## src/rtl/mult_booth_r4.sv

```systemverilog
// mult_booth_r4: iterative radix-4 Booth multiplier with a signed/unsigned mode, full product and ready/busy handshake
module mult_booth_r4 #(
  parameter int WIDTH = 32
) (
  input  logic             clock,
  input  logic             clr_n,
  input  logic [WIDTH-1:0] dataA,
  input  logic [WIDTH-1:0] dataB,
  input  logic             ctrl_MULT,
  input  logic             signed_mode,
  output logic [WIDTH-1:0] result,
  output logic [WIDTH-1:0] result_hi,
  output logic             exception,
  output logic             rdy,
  output logic             busy
);
  localparam int ITER = (WIDTH + 2) / 2;
  localparam int EW = WIDTH + 2;
  localparam int AW = WIDTH + 4;
  localparam int TW = AW + EW + 1;
  localparam int CW = $clog2(ITER + 1);
  localparam logic [1:0] IDLE = 2'd0, RUN = 2'd1, DONE = 2'd2;
  logic [1:0] state_q, state_d;
  logic [EW-1:0] mcand_q, mcand_d, mplr_q, mplr_d;
  logic qh_q, qh_d, smode_q, smode_d;
  logic [AW-1:0] acc_q, acc_d;
  logic [CW-1:0] cnt_q, cnt_d;
  logic [WIDTH-1:0] result_q, result_d, result_hi_q, result_hi_d;
  logic exc_q, exc_d, rdy_q, rdy_d, busy_q, busy_d;
  logic run, last;
  logic [2:0] digit;
  logic [AW-1:0] m_ext, addend, sum;
  logic signed [TW-1:0] sh;
  logic [2*WIDTH-1:0] prod;
  logic [WIDTH:0] top;
  always_comb begin
    run = state_q == RUN;
    last = run && cnt_q == CW'(ITER - 1);
    m_ext = {{2{mcand_q[EW-1]}}, mcand_q};
    digit = {mplr_q[1:0], qh_q};
    addend = (digit == 3'b001 || digit == 3'b010) ? m_ext :
             digit == 3'b011 ? {m_ext[AW-2:0], 1'b0} :
             digit == 3'b100 ? -{m_ext[AW-2:0], 1'b0} :
             (digit == 3'b101 || digit == 3'b110) ? -m_ext : '0;
    sum = acc_q + addend;
    sh = $signed({sum, mplr_q, qh_q}) >>> 2;
    prod = {sh[EW+WIDTH-2:EW+1], sh[EW:1]};
    top = prod[2*WIDTH-1:WIDTH-1];
    state_d = ctrl_MULT ? RUN : last ? DONE : state_q;
    mcand_d = ctrl_MULT ? (signed_mode ? {{2{dataA[WIDTH-1]}}, dataA} : {2'b00, dataA}) : mcand_q;
    mplr_d = ctrl_MULT ? (signed_mode ? {{2{dataB[WIDTH-1]}}, dataB} : {2'b00, dataB}) :
             run ? sh[EW:1] : mplr_q;
    smode_d = ctrl_MULT ? signed_mode : smode_q;
    acc_d = ctrl_MULT ? '0 : run ? sh[TW-1:EW+1] : acc_q;
    qh_d = ctrl_MULT ? 1'b0 : run ? sh[0] : qh_q;
    cnt_d = ctrl_MULT ? '0 : run ? cnt_q + CW'(1) : cnt_q;
    result_d = (last && !ctrl_MULT) ? prod[WIDTH-1:0] : result_q;
    result_hi_d = (last && !ctrl_MULT) ? prod[2*WIDTH-1:WIDTH] : result_hi_q;
    exc_d = (last && !ctrl_MULT) ? (smode_q ? !((&top) || !(|top)) : |prod[2*WIDTH-1:WIDTH]) : exc_q;
    rdy_d = ctrl_MULT ? 1'b0 : last ? 1'b1 : rdy_q;
    busy_d = ctrl_MULT ? 1'b1 : last ? 1'b0 : busy_q;
  end
  always_ff @(posedge clock or negedge clr_n)
    if (!clr_n) begin
      state_q <= IDLE;
      mcand_q <= '0;
      mplr_q <= '0;
      qh_q <= 1'b0;
      smode_q <= 1'b0;
      acc_q <= '0;
      cnt_q <= '0;
      result_q <= '0;
      result_hi_q <= '0;
      exc_q <= 1'b0;
      rdy_q <= 1'b0;
      busy_q <= 1'b0;
    end else begin
      state_q <= state_d;
      mcand_q <= mcand_d;
      mplr_q <= mplr_d;
      qh_q <= qh_d;
      smode_q <= smode_d;
      acc_q <= acc_d;
      cnt_q <= cnt_d;
      result_q <= result_d;
      result_hi_q <= result_hi_d;
      exc_q <= exc_d;
      rdy_q <= rdy_d;
      busy_q <= busy_d;
    end
  assign result = result_q;
  assign result_hi = result_hi_q;
  assign exception = exc_q;
  assign rdy = rdy_q;
  assign busy = busy_q;
endmodule
```

## config.mk

```make
export PLATFORM = sky130hd
export DESIGN_NAME = mult_booth_r4
export DESIGN_NICKNAME = d
export VERILOG_FILES = /design/src/rtl/mult_booth_r4.sv
export SDC_FILE = /design/constraint.sdc
export NUM_CORES = 1
export LEC_CHECK = 0
export CAP_MARGIN = 20
export CORE_MARGIN = 4
export CORE_UTILIZATION = 60
export DETAILED_ROUTE_END_ITERATION = 10
export DONT_BUFFER_PORTS = 1
export PLACE_DENSITY_LB_ADDON = 0.25
export SLEW_MARGIN = 20
export SYNTH_ARGS = -nofsm -noshare
export SYNTH_HDL_FRONTEND = slang
export SYNTH_SLANG_ARGS = --single-unit
```

## constraint.sdc

```tcl
create_clock -name clock -period 9.25 [get_ports clock]
set_clock_uncertainty 0.05 [all_clocks]
set_input_delay 1.85 -clock clock [delete_from_list [all_inputs] [get_ports clock]]
set_output_delay 1.85 -clock clock [all_outputs]
set_load 0.1 [all_outputs]
```

==> impl_metrics.json, run 1 <==
{
  "status": "finished clean",
  "critPathTopFamily": "simple AND/OR/NAND/NOR gates",
  "max_clock_freq_mhz": 171.6,
  "hold_viol": 0,
  "max_stage_delay_ps": 780,
  "ys_seq_elements": 175,
  "die_h_um": 146.3,
  "antenna_found_initial": 1,
  "arrival_ps": 6100,
  "hold_depth": 2,
  "drt_iter0_markers": 1043,
  "synth_top_cell_by_area": "dfrtp_1",
  "layout_worst_path_cycle_share": 0.6302,
  "cts_setup_buffers": 0,
  "synthCells": 1361,
  "endpoint_kind": "flip-flop",
  "cts_buffers": 17,
  "maxSlewHeadroom": 0.2896,
  "grt_remaining_overflow": 0,
  "nets": 1407,
  "synth_edf_count": 0,
  "grt_usage": 0.2937,
  "netlist_top_cells_area": "dfrtp_1, nand2_1, a21oi_1",
  "pin_count": 135,
  "via_per_inst": 6.496,
  "final.setup.tns_ps": 0,
  "synth.avg_cell_area_um2": 8.431,
  "drt-total-wl_um": 31730,
  "start_util": 0.6114,
  "r2r_slack_ps": 3420,
  "vdd_drop_max_v": 0.0001636,
  "clock_sinks": 175,
  "dr.pass1.iters": 5,
  "core_area_um2": 18770,
  "avgRoutedWirePerCell_um": 20.51,
  "r2r-start": "mplr_q[1]",
  "gp_congestion": 1.003,
  "leakagePower_nw": 5.279,
  "post_cts_resized": 0,
  "netlist_area_um2": 11470,
  "required_ps": 9520,
  "final_layout_size_suffix_gt1_frac": 0.09596,
  "min_to": "result[14]",
  "drc_errors": 0,
  "r2r_end": "exception",
  "yosys.cell_types.count": 96,
  "die_w_um": 146.3,
  "worstPathCellList": "buf_4, clkinv_1, nor2_1, buf_4, a221oi_1, a31o_2, a21oi_1, ha_1, a21oi_1, and2_2, a21boi_1, o311ai_0, nand2_1, nor4_1, nand4_1, nor4_1, a41o_1, nand2_1",
  "synth_top_cells_by_count": "nand2_1, dfrtp_1, a21oi_1, nor2_1, o21ai_0",
  "synth_flop_cell": "dfrtp_1",
  "io_buffer_count": 0,
  "hpwl_um": 22060,
  "path_class": "flip-flop to flip-flop",
  "finalSetupViolations": 0,
  "syn_nets": 1468,
  "worst_pin_slew_ps": 1066,
  "rows": 50,
  "hold_ws_ps": 447.8,
  "die-area_um2": 21400,
  "vias": 10050,
  "antenna_cells": 0,
  "cts_tree": "yes",
  "h-tree-depth": 4,
  "grt_pass1_wl_um": 51130,
  "ctsHoldBuffers": 0,
  "grt_setup_unrepaired": "false",
  "antenna_left": 0,
  "yosysWarnings": 0,
  "cp_max_fo": 38,
  "post-route-min-period_ps": 5829,
  "grt_max_degree": 176,
  "final-max-slew-violation-count": 0,
  "clock_path_buffers": 2,
  "hold_start": "mplr_q[16]",
  "yosysMostFrequentCell": "nand2_1",
  "grt_pass1_vias": 9535,
  "ys_seq_area_frac": 0.3816,
  "start_kind": "flip-flop",
  "cts_root_buf": "clkbuf_16",
  "final_util": 0.6441,
  "async_reset_ff_frac": 1.000,
  "holdCritPathClass": "flip-flop to flip-flop",
  "power_density_nw_per_um2": 277.9,
  "area_growth_pct": 5.343,
  "netlist.area_leader.share": 0.3816,
  "insertion_delay_ps": 440,
  "cp_slowest_cell": "o311ai_0",
  "path_buf_inv": 3,
  "drv_cap": 0,
  "ff2ff_path_depth": 18,
  "clkSlewWorstSetupHoldPaths_ps": 70
}
metal layers:
layer	up-vias	GRT usage	share of wire
met5	-	0	0.00063
met4	2	0.09595	0.028
met3	73	0.07200	0.074
met1	4822	0.3931	0.43
met2	412	0.4723	0.47
li1	4740	-	-
logic make-up (layout without fill, tap and decap cells):
group | Yosys count | count (layout) | share of synthesized area
buffers and inverters | 104 | 56 | 0.03664
adders and majority gates | 43 | 43 | 0.04667
xor gates and xnor gates | 58 | 58 | 0.04492
and+or+nand+nor | 529 | 529 | 0.2066
muxes | 73 | 73 | 0.06782
AOI/OAI and AO/OA | 379 | 379 | 0.2157
DFF | 175 | 175 | 0.3816
cell type report:
type / instances / area [um2]
multi-input combinational: 1082 / 6686
fill: 1573 / 6680
sequential: 175 / 4379
clock buffer: 17 / 425.4
tap: 234 / 292.8
clock inverter: 15 / 187.7
inverter: 17 / 63.81
timing repair buffer: 7 / 52.55
where the power goes:
group	internal [W]	total [W]	switching [W]
registers	0.000874	0.00114	0.000266
clock network	0.000393	0.000759	0.000365
logic	0.000534	0.00146	0.000926
total	0.00180	0.00336	0.00156
worst register-to-register path, delay by kind of cell (launching register included):
| kind | cells | cell delay [ps] |
|---|---|---|
| adder cells (fa/ha/maj) | 1 | 350 |
| buffers and inverters | 3 | 1230 |
| flip-flops | 1 | 320 |
| AND/OR/NAND/NOR | 7 | 1890 |
| AO/OA/AOI/OAI | 7 | 1860 |
layout by cell type, fill, tap and decap left out, types with 8 or more instances in the layout:
master / n
nand3_1: 21
xor2_1: 19
nand4_1: 18
mux2_2: 38
mux2i_1: 35
nor2_1: 99
or3_1: 10
a221oi_1: 14
dfrtp_1: 175
xnor2_1: 38
a22oi_1: 8
a31oi_1: 9
nor3_1: 29
o22ai_1: 20
nand2b_1: 8
a21oi_1: 102
nand2_1: 287
o21ai_0: 98
ha_1: 38
o21bai_1: 8
a211oi_1: 20
a21o_1: 19
inv_1: 16
clkbuf_16: 17
nor4_1: 9
how the worst max path moves through the flow:
stage	startpoint	end	slack, ps	depth (start not counted)
floorplan	mcand_q[5]	acc_q[34]	4760	20
global placement	mplr_q[1]	exception	3660	18
detailed placement	mcand_q[5]	exception	3610	20
CTS	mcand_q[5]	exception	3580	20
global route	mplr_q[1]	exception	3000	18
finish	mplr_q[1]	exception	3420	18
registers in the layout, summed over array words and instances, names as in the netlist:
name,flops
state_q,1
qh_q,1
result,32
exception,1
mcand_q,33
rdy,1
acc_q,34
smode_q,1
result_hi,32
cnt_q,5
mplr_q,34
stage by stage:
stage | instances | worst slack, ps | instance area, um2 | power, W
5_1_grt | 1547 | 2998 | 12090 | 0.003554
3_3_place_gp | 1515 | 3656 | 11470 | 0.002555
2_1_floorplan | 1361 | 4755 | 11470 | 0.002229
6_report | 1547 | 3421 | 12090 | 0.003360
4_1_cts | 1547 | 3580 | 12090 | 0.003339
3_5_place_dp | 1515 | 3613 | 11470 | 0.002569
(Power assumes the default switching activity.)
==> inputs of run 2 (changes only) <==
==> constraint.sdc (replaced) <==
create_clock -name clock -period 5.75 [get_ports clock]
set_clock_uncertainty 0.05 [all_clocks]
set_input_delay 1.15 -clock clock [delete_from_list [all_inputs] [get_ports clock]]
set_output_delay 1.15 -clock clock [all_outputs]
set_load 0.1 [all_outputs]
==> run 2 against run 1 <==
Clock-buffer cell count unchanged. Largest cell class unchanged. Worst hold slack worse by 98 ps. Critical path depth up 2. Highest routed layer is now met4. Fmax up 9.0%. Cell count up 0.84%. First-iteration DRC count down 16%. Flip-flop and latch count unchanged. Via count up 0.76%. Sequential power up 60%. Clock power up 52%. Non-clock buffer count up 13.
==> impl_metrics.json, run 2 (synthesized netlist as in run 1, its figures left out) <==
{
  "multi_input_area_um2": 6696,
  "hold_viol": 0,
  "grt_usage": 0.2959,
  "status": "finished clean",
  "r2r-start": "mcand_q[5]",
  "insertion_delay_ps": 440,
  "grt_pass1_wl_um": 51730,
  "final.setup.tns_ps": 0,
  "hpwl_um": 22220,
  "die_h_um": 146.3,
  "layout_worst_path_cycle_share": 0.9298,
  "gp_congestion": 0.9521,
  "ff_latch_area_um2": 4379,
  "grt_max_degree": 176,
  "total_power_w": 0.005376,
  "drt_iter0_markers": 872,
  "vdd_drop_max_v": 0.0002533,
  "start_kind": "flip-flop",
  "h-tree-depth": 4,
  "cp_max_fo": 7,
  "cts_setup_buffers": 0,
  "core_area_um2": 18770,
  "nets": 1420,
  "maxSlewHeadroom": 0.2940,
  "ctsHoldBuffers": 0,
  "max_stage_delay_ps": 460,
  "final_util": 0.6475,
  "path_class": "flip-flop to flip-flop",
  "layout_commonest_cell": "nand2_1",
  "arrival_ps": 5620,
  "mostFrequentLayoutCells": "nand2_1, dfrtp_1, a21oi_1",
  "drv_cap": 0,
  "crit_end": "exception",
  "start_util": 0.6114,
  "pin_count": 135,
  "final_layout_size_suffix_gt1_frac": 0.1057,
  "worst_pin_slew_ps": 1059,
  "post-route-min-period_ps": 5347,
  "cp_slowest_cell": "dfrtp_1",
  "grt_pass1_vias": 9900,
  "r2r_slack_ps": 400,
  "ff2ff_path_depth": 20,
  "finalSetupViolations": 0,
  "leakagePower_nw": 5.324,
  "max_clock_freq_mhz": 187.0,
  "antenna_left": 0,
  "drt-total-wl_um": 31780,
  "power_density_nw_per_um2": 442.4,
  "cts_buffers": 17,
  "clkSlewWorstSetupHoldPaths_ps": 80,
  "reg_top3": "acc_q: 34 flops, mplr_q: 34 flops, mcand_q: 33 flops",
  "dr.pass1.iters": 5,
  "avgRoutedWirePerCell_um": 20.37,
  "cts_root_buf": "clkbuf_16",
  "io_buffer_count": 0,
  "cts_tree": "yes",
  "fillers": 1609,
  "fin_cells": 1560,
  "die-area_um2": 21400,
  "die_w_um": 146.3,
  "area_growth_pct": 5.910,
  "via_per_inst": 6.490,
  "clock_sinks": 175,
  "path_common_cell": "nand4_1",
  "clock_path_buffers": 2,
  "grt_remaining_overflow": 0,
  "antenna_found_initial": 0,
  "grt_setup_unrepaired": "false",
  "drc_errors": 0,
  "cp-startpoint": "mcand_q[5]",
  "post_cts_resized": 0,
  "holdCritPathClass": "input pin to asynchronous set/reset pin",
  "final-max-slew-violation-count": 0,
  "rows": 50,
  "vias": 10130,
  "r2r_end": "exception",
  "worstPathCellList": "nor4_4, nand4_1, nand2b_1, nor3_2, nand2_1, xor2_1, a221oi_1, a31o_2, a21oi_1, ha_1, a21oi_1, o21ai_2, nor2_1, nand4_1, a31oi_1, xnor2_1, and4bb_1, nand4_1, o41ai_2, nand2_1",
  "dpl.cell_count": 1528,
  "required_ps": 6020,
  "endpoint_kind": "flip-flop"
}
==> run 2: layer usage <==
layer,up-vias,track usage,part of all wire
met4,0,0.1406,0.045
met1,4844,0.3998,0.43
li1,4770,-,-
met3,83,0.07014,0.077
met2,428,0.4517,0.45
met5,-,0,0
==> run 2: final cells by class <==
class	instances	area share
repair buffers	20	0.01235
multi-input cells	1082	0.5510
diodes	1	0.0002059
clock inverters	14	0.01174
well taps	234	0.02409
clock buffers	17	0.03500
inverters	17	0.005251
flip-flops and latches	175	0.3603
==> run 2: how the worst min path moves through the flow <==
| stage | depth (start not counted) | startpoint | end | slack [ps] |
|---|---|---|---|---|
| global route | 0 | clr_n | result_hi[11] | 330 |
| finish | 0 | clr_n | result_hi[11] | 350 |
| CTS | 0 | clr_n | result_hi[11] | 340 |
| detailed placement | 2 | mplr_q[16] | result[14] | 440 |
| global placement | 2 | mplr_q[27] | result[25] | 420 |
| floorplan | 2 | mplr_q[12] | result[10] | 410 |
==> run 2: critical path: cells and delay by family (launching register included) <==
family | cells | cell delay (ps)
compound gates | 7 | 1620
xor+xnor | 2 | 370
fa+ha+maj | 1 | 430
flops | 1 | 460
simple gates | 10 | 2300
==> run 2: through the flow <==
step                      setup WS [ps]  area (um2)  hold slack (ps)
after floorplan                    1255       11470            409.9
after global placement            561.3       11570            424.2
after detailed placement          460.8       11570            438.1
after CTS                         429.7       12140            338.2
after global routing              9.454       12150            330.3
final                             403.4       12150            349.6
==> run 2: report_power, final <==
part,switching (W),internal (W),leakage [nW],total [W]
Combinational,0.00150,0.000904,2.79,0.00241
Clock,0.000568,0.000578,0.280,0.00115
Sequential,0.000417,0.00141,2.26,0.00182
==> inputs of run 3 (changes only) <==
--- a/config.mk
+++ b/config.mk
@@ -7,7 +7,7 @@
 export LEC_CHECK = 0
 export CAP_MARGIN = 20
 export CORE_MARGIN = 4
-export CORE_UTILIZATION = 60
+export CORE_UTILIZATION = 54
 export DETAILED_ROUTE_END_ITERATION = 10
 export DONT_BUFFER_PORTS = 1
 export PLACE_DENSITY_LB_ADDON = 0.25
==> constraint.sdc (replaced) <==
create_clock -name clock -period 5.75 [get_ports clock]
set_clock_uncertainty 0.05 [all_clocks]
set_input_delay 1.15 -clock clock [delete_from_list [all_inputs] [get_ports clock]]
set_output_delay 1.15 -clock clock [all_outputs]
set_load 0.02 [all_outputs]
==> run 3 against run 2 <==
Clock-buffer cell count rose by 1. Critical path type unchanged. Design area rose by 0.94%. Highest routed layer is now met5. Register-to-register slack improved by 60 ps. Critical endpoint unchanged. Largest power group unchanged. Global-route usage fell by 2.4 points. Die area rose by 10%. Wire length rose by 2.1%.
==> impl_metrics.json, run 3 (synthesized netlist as in run 1, its figures left out) <==
{
  "fillers": 1928,
  "avgRoutedWirePerCell_um": 20.26,
  "start_kind": "flip-flop",
  "maxSlewHeadroom": 0.2938,
  "mostFrequentLayoutCells": "nand2_1, dfrtp_1, a21oi_1",
  "antenna_cells": 0,
  "die_h_um": 153.8,
  "max_clock_freq_mhz": 189.0,
  "path_class": "flip-flop to flip-flop",
  "required_ps": 6040,
  "cts_tree": "yes",
  "io_buffer_count": 0,
  "drc_errors": 0,
  "post-route-min-period_ps": 5290,
  "drt-total-wl_um": 32440,
  "final-max-slew-violation-count": 0,
  "start_util": 0.5476,
  "pin_count": 135,
  "r2r-start": "mcand_q[0]",
  "gp_congestion": 0.9380,
  "drv_cap": 0,
  "cts_buffers": 17,
  "final.setup.tns_ps": 0,
  "nets": 1420,
  "arrival_ps": 5580,
  "core_area_um2": 20960,
  "grt_max_degree": 176,
  "holdCritPathClass": "input pin to asynchronous set/reset pin",
  "endpoint_kind": "flip-flop",
  "area_growth_pct": 6.903,
  "via_per_inst": 6.234,
  "cp_max_fo": 15,
  "vias": 9981,
  "layout_worst_path_cycle_share": 0.9200,
  "leakagePower_nw": 5.353,
  "clock_sinks": 175,
  "finalSetupViolations": 0,
  "antenna_found_initial": 2,
  "insertion_delay_ps": 440,
  "hold_viol": 0,
  "clkSlewWorstSetupHoldPaths_ps": 80,
  "grt_usage": 0.2717,
  "die_w_um": 153.8,
  "final_layout_size_suffix_gt1_frac": 0.1056,
  "antenna_left": 0,
  "total_power_w": 0.005251,
  "r2r_end": "exception",
  "cts_root_buf": "clkbuf_16",
  "rows": 53,
  "worstPathCellList": "inv_1, ha_1, nor2b_1, nand4_1, nand2b_4, nor2_4, nand3_2, nor3_1, xnor2_1, a221oi_1, a31o_1, a21oi_1, ha_1, and4_1, nand3_1, o22ai_1, o21ai_0, a31o_1, nor4b_1, nand3_1, nor4_1, a41o_1, nand2_1",
  "power_density_nw_per_um2": 428.0,
  "grt_remaining_overflow": 0,
  "vdd_drop_max_v": 0.0002386,
  "grt_setup_unrepaired": "false",
  "clock_path_buffers": 2,
  "r2r_slack_ps": 460,
  "grt_pass1_wl_um": 52430,
  "h-tree-depth": 4,
  "grt_pass1_vias": 9538,
  "ff2ff_path_depth": 23,
  "layout_commonest_cell": "nand2_1",
  "drt_iter0_markers": 803,
  "reg_top3": "acc_q: 34 flops, mplr_q: 34 flops, mcand_q: 33 flops",
  "dr.pass1.iters": 5,
  "cp_slowest_cell": "ha_1",
  "max_stage_delay_ps": 590,
  "status": "finished clean",
  "die-area_um2": 23650,
  "hpwl_um": 22590,
  "worst_pin_slew_ps": 1059
}
[run 3: area by class of cell]
| type | instances | area [um2] | share of cell area |
|---|---|---|---|
| timing repair buffer | 20 | 150.1 | 0.01224 |
| sequential | 175 | 4379 | 0.3570 |
| clock buffer | 18 | 439.2 | 0.03580 |
| tap | 275 | 344.1 | 0.02805 |
| clock inverter | 14 | 190.2 | 0.01550 |
| inverter | 17 | 63.81 | 0.005202 |
| multi-input combinational | 1082 | 6700 | 0.5462 |
[run 3: routing by layer]
layer  global-route usage  up-vias  part of all wire  wire, um
met2               0.4379      374              0.47     15160
li1                     -     4753                 -         -
met1               0.3728     4805              0.44     14120
met3              0.06445       45             0.076      2474
met4              0.06770        4             0.020       658
met5                    0        -           0.00068        22
[run 3: repair_timing]
| item | in CTS | in global routing |
|---|---|---|
| resized for setup | 0 | 2 |
| hold buffers | 0 | 0 |
| endpoints found under the setup margin | 0 | 2 |
| setup buffers | 0 | 2 |
[run 3: report_power, final]
group	internal (W)	leakage [nW]	switching (W)
sequential	0.00141	2.26	0.000207
combinational	0.000915	2.79	0.00150
clock	0.000604	0.301	0.000610
total	0.00293	5.35	0.00232
[run 3: critical path: cells and delay by family, from the launching register on]
family / cells / cell delay (ps)
compound gates: 7 / 1400
xor+xnor: 1 / 130
fa+ha+maj: 2 / 810
buf+inv: 1 / 120
flops: 1 / 390
simple gates: 12 / 2310
[run 3: worst max-delay path by stage]
stage | from | to | depth (start not counted)
after detailed placement | mcand_q[5] | exception | 20
after global placement | mcand_q[5] | exception | 20
final | mcand_q[0] | exception | 23
after floorplan | mcand_q[5] | acc_q[34] | 20
after CTS | mcand_q[5] | exception | 20
after global routing | mcand_q[5] | exception | 20
[run 3: stage by stage]
stage               worst slack [ps]    util  hold slack [ps]  instance area [um2]  cells
CTS                            341.3  0.5840            343.1                12240   1599
global route                   11.93  0.5854            334.8                12270   1601
floorplan                       1255       -            409.9                11470   1361
finish                         459.7  0.5854            357.2                12270   1601
detailed placement             361.2  0.5540            437.2                11610   1567
global placement               443.5  0.5540            421.4                11610   1567
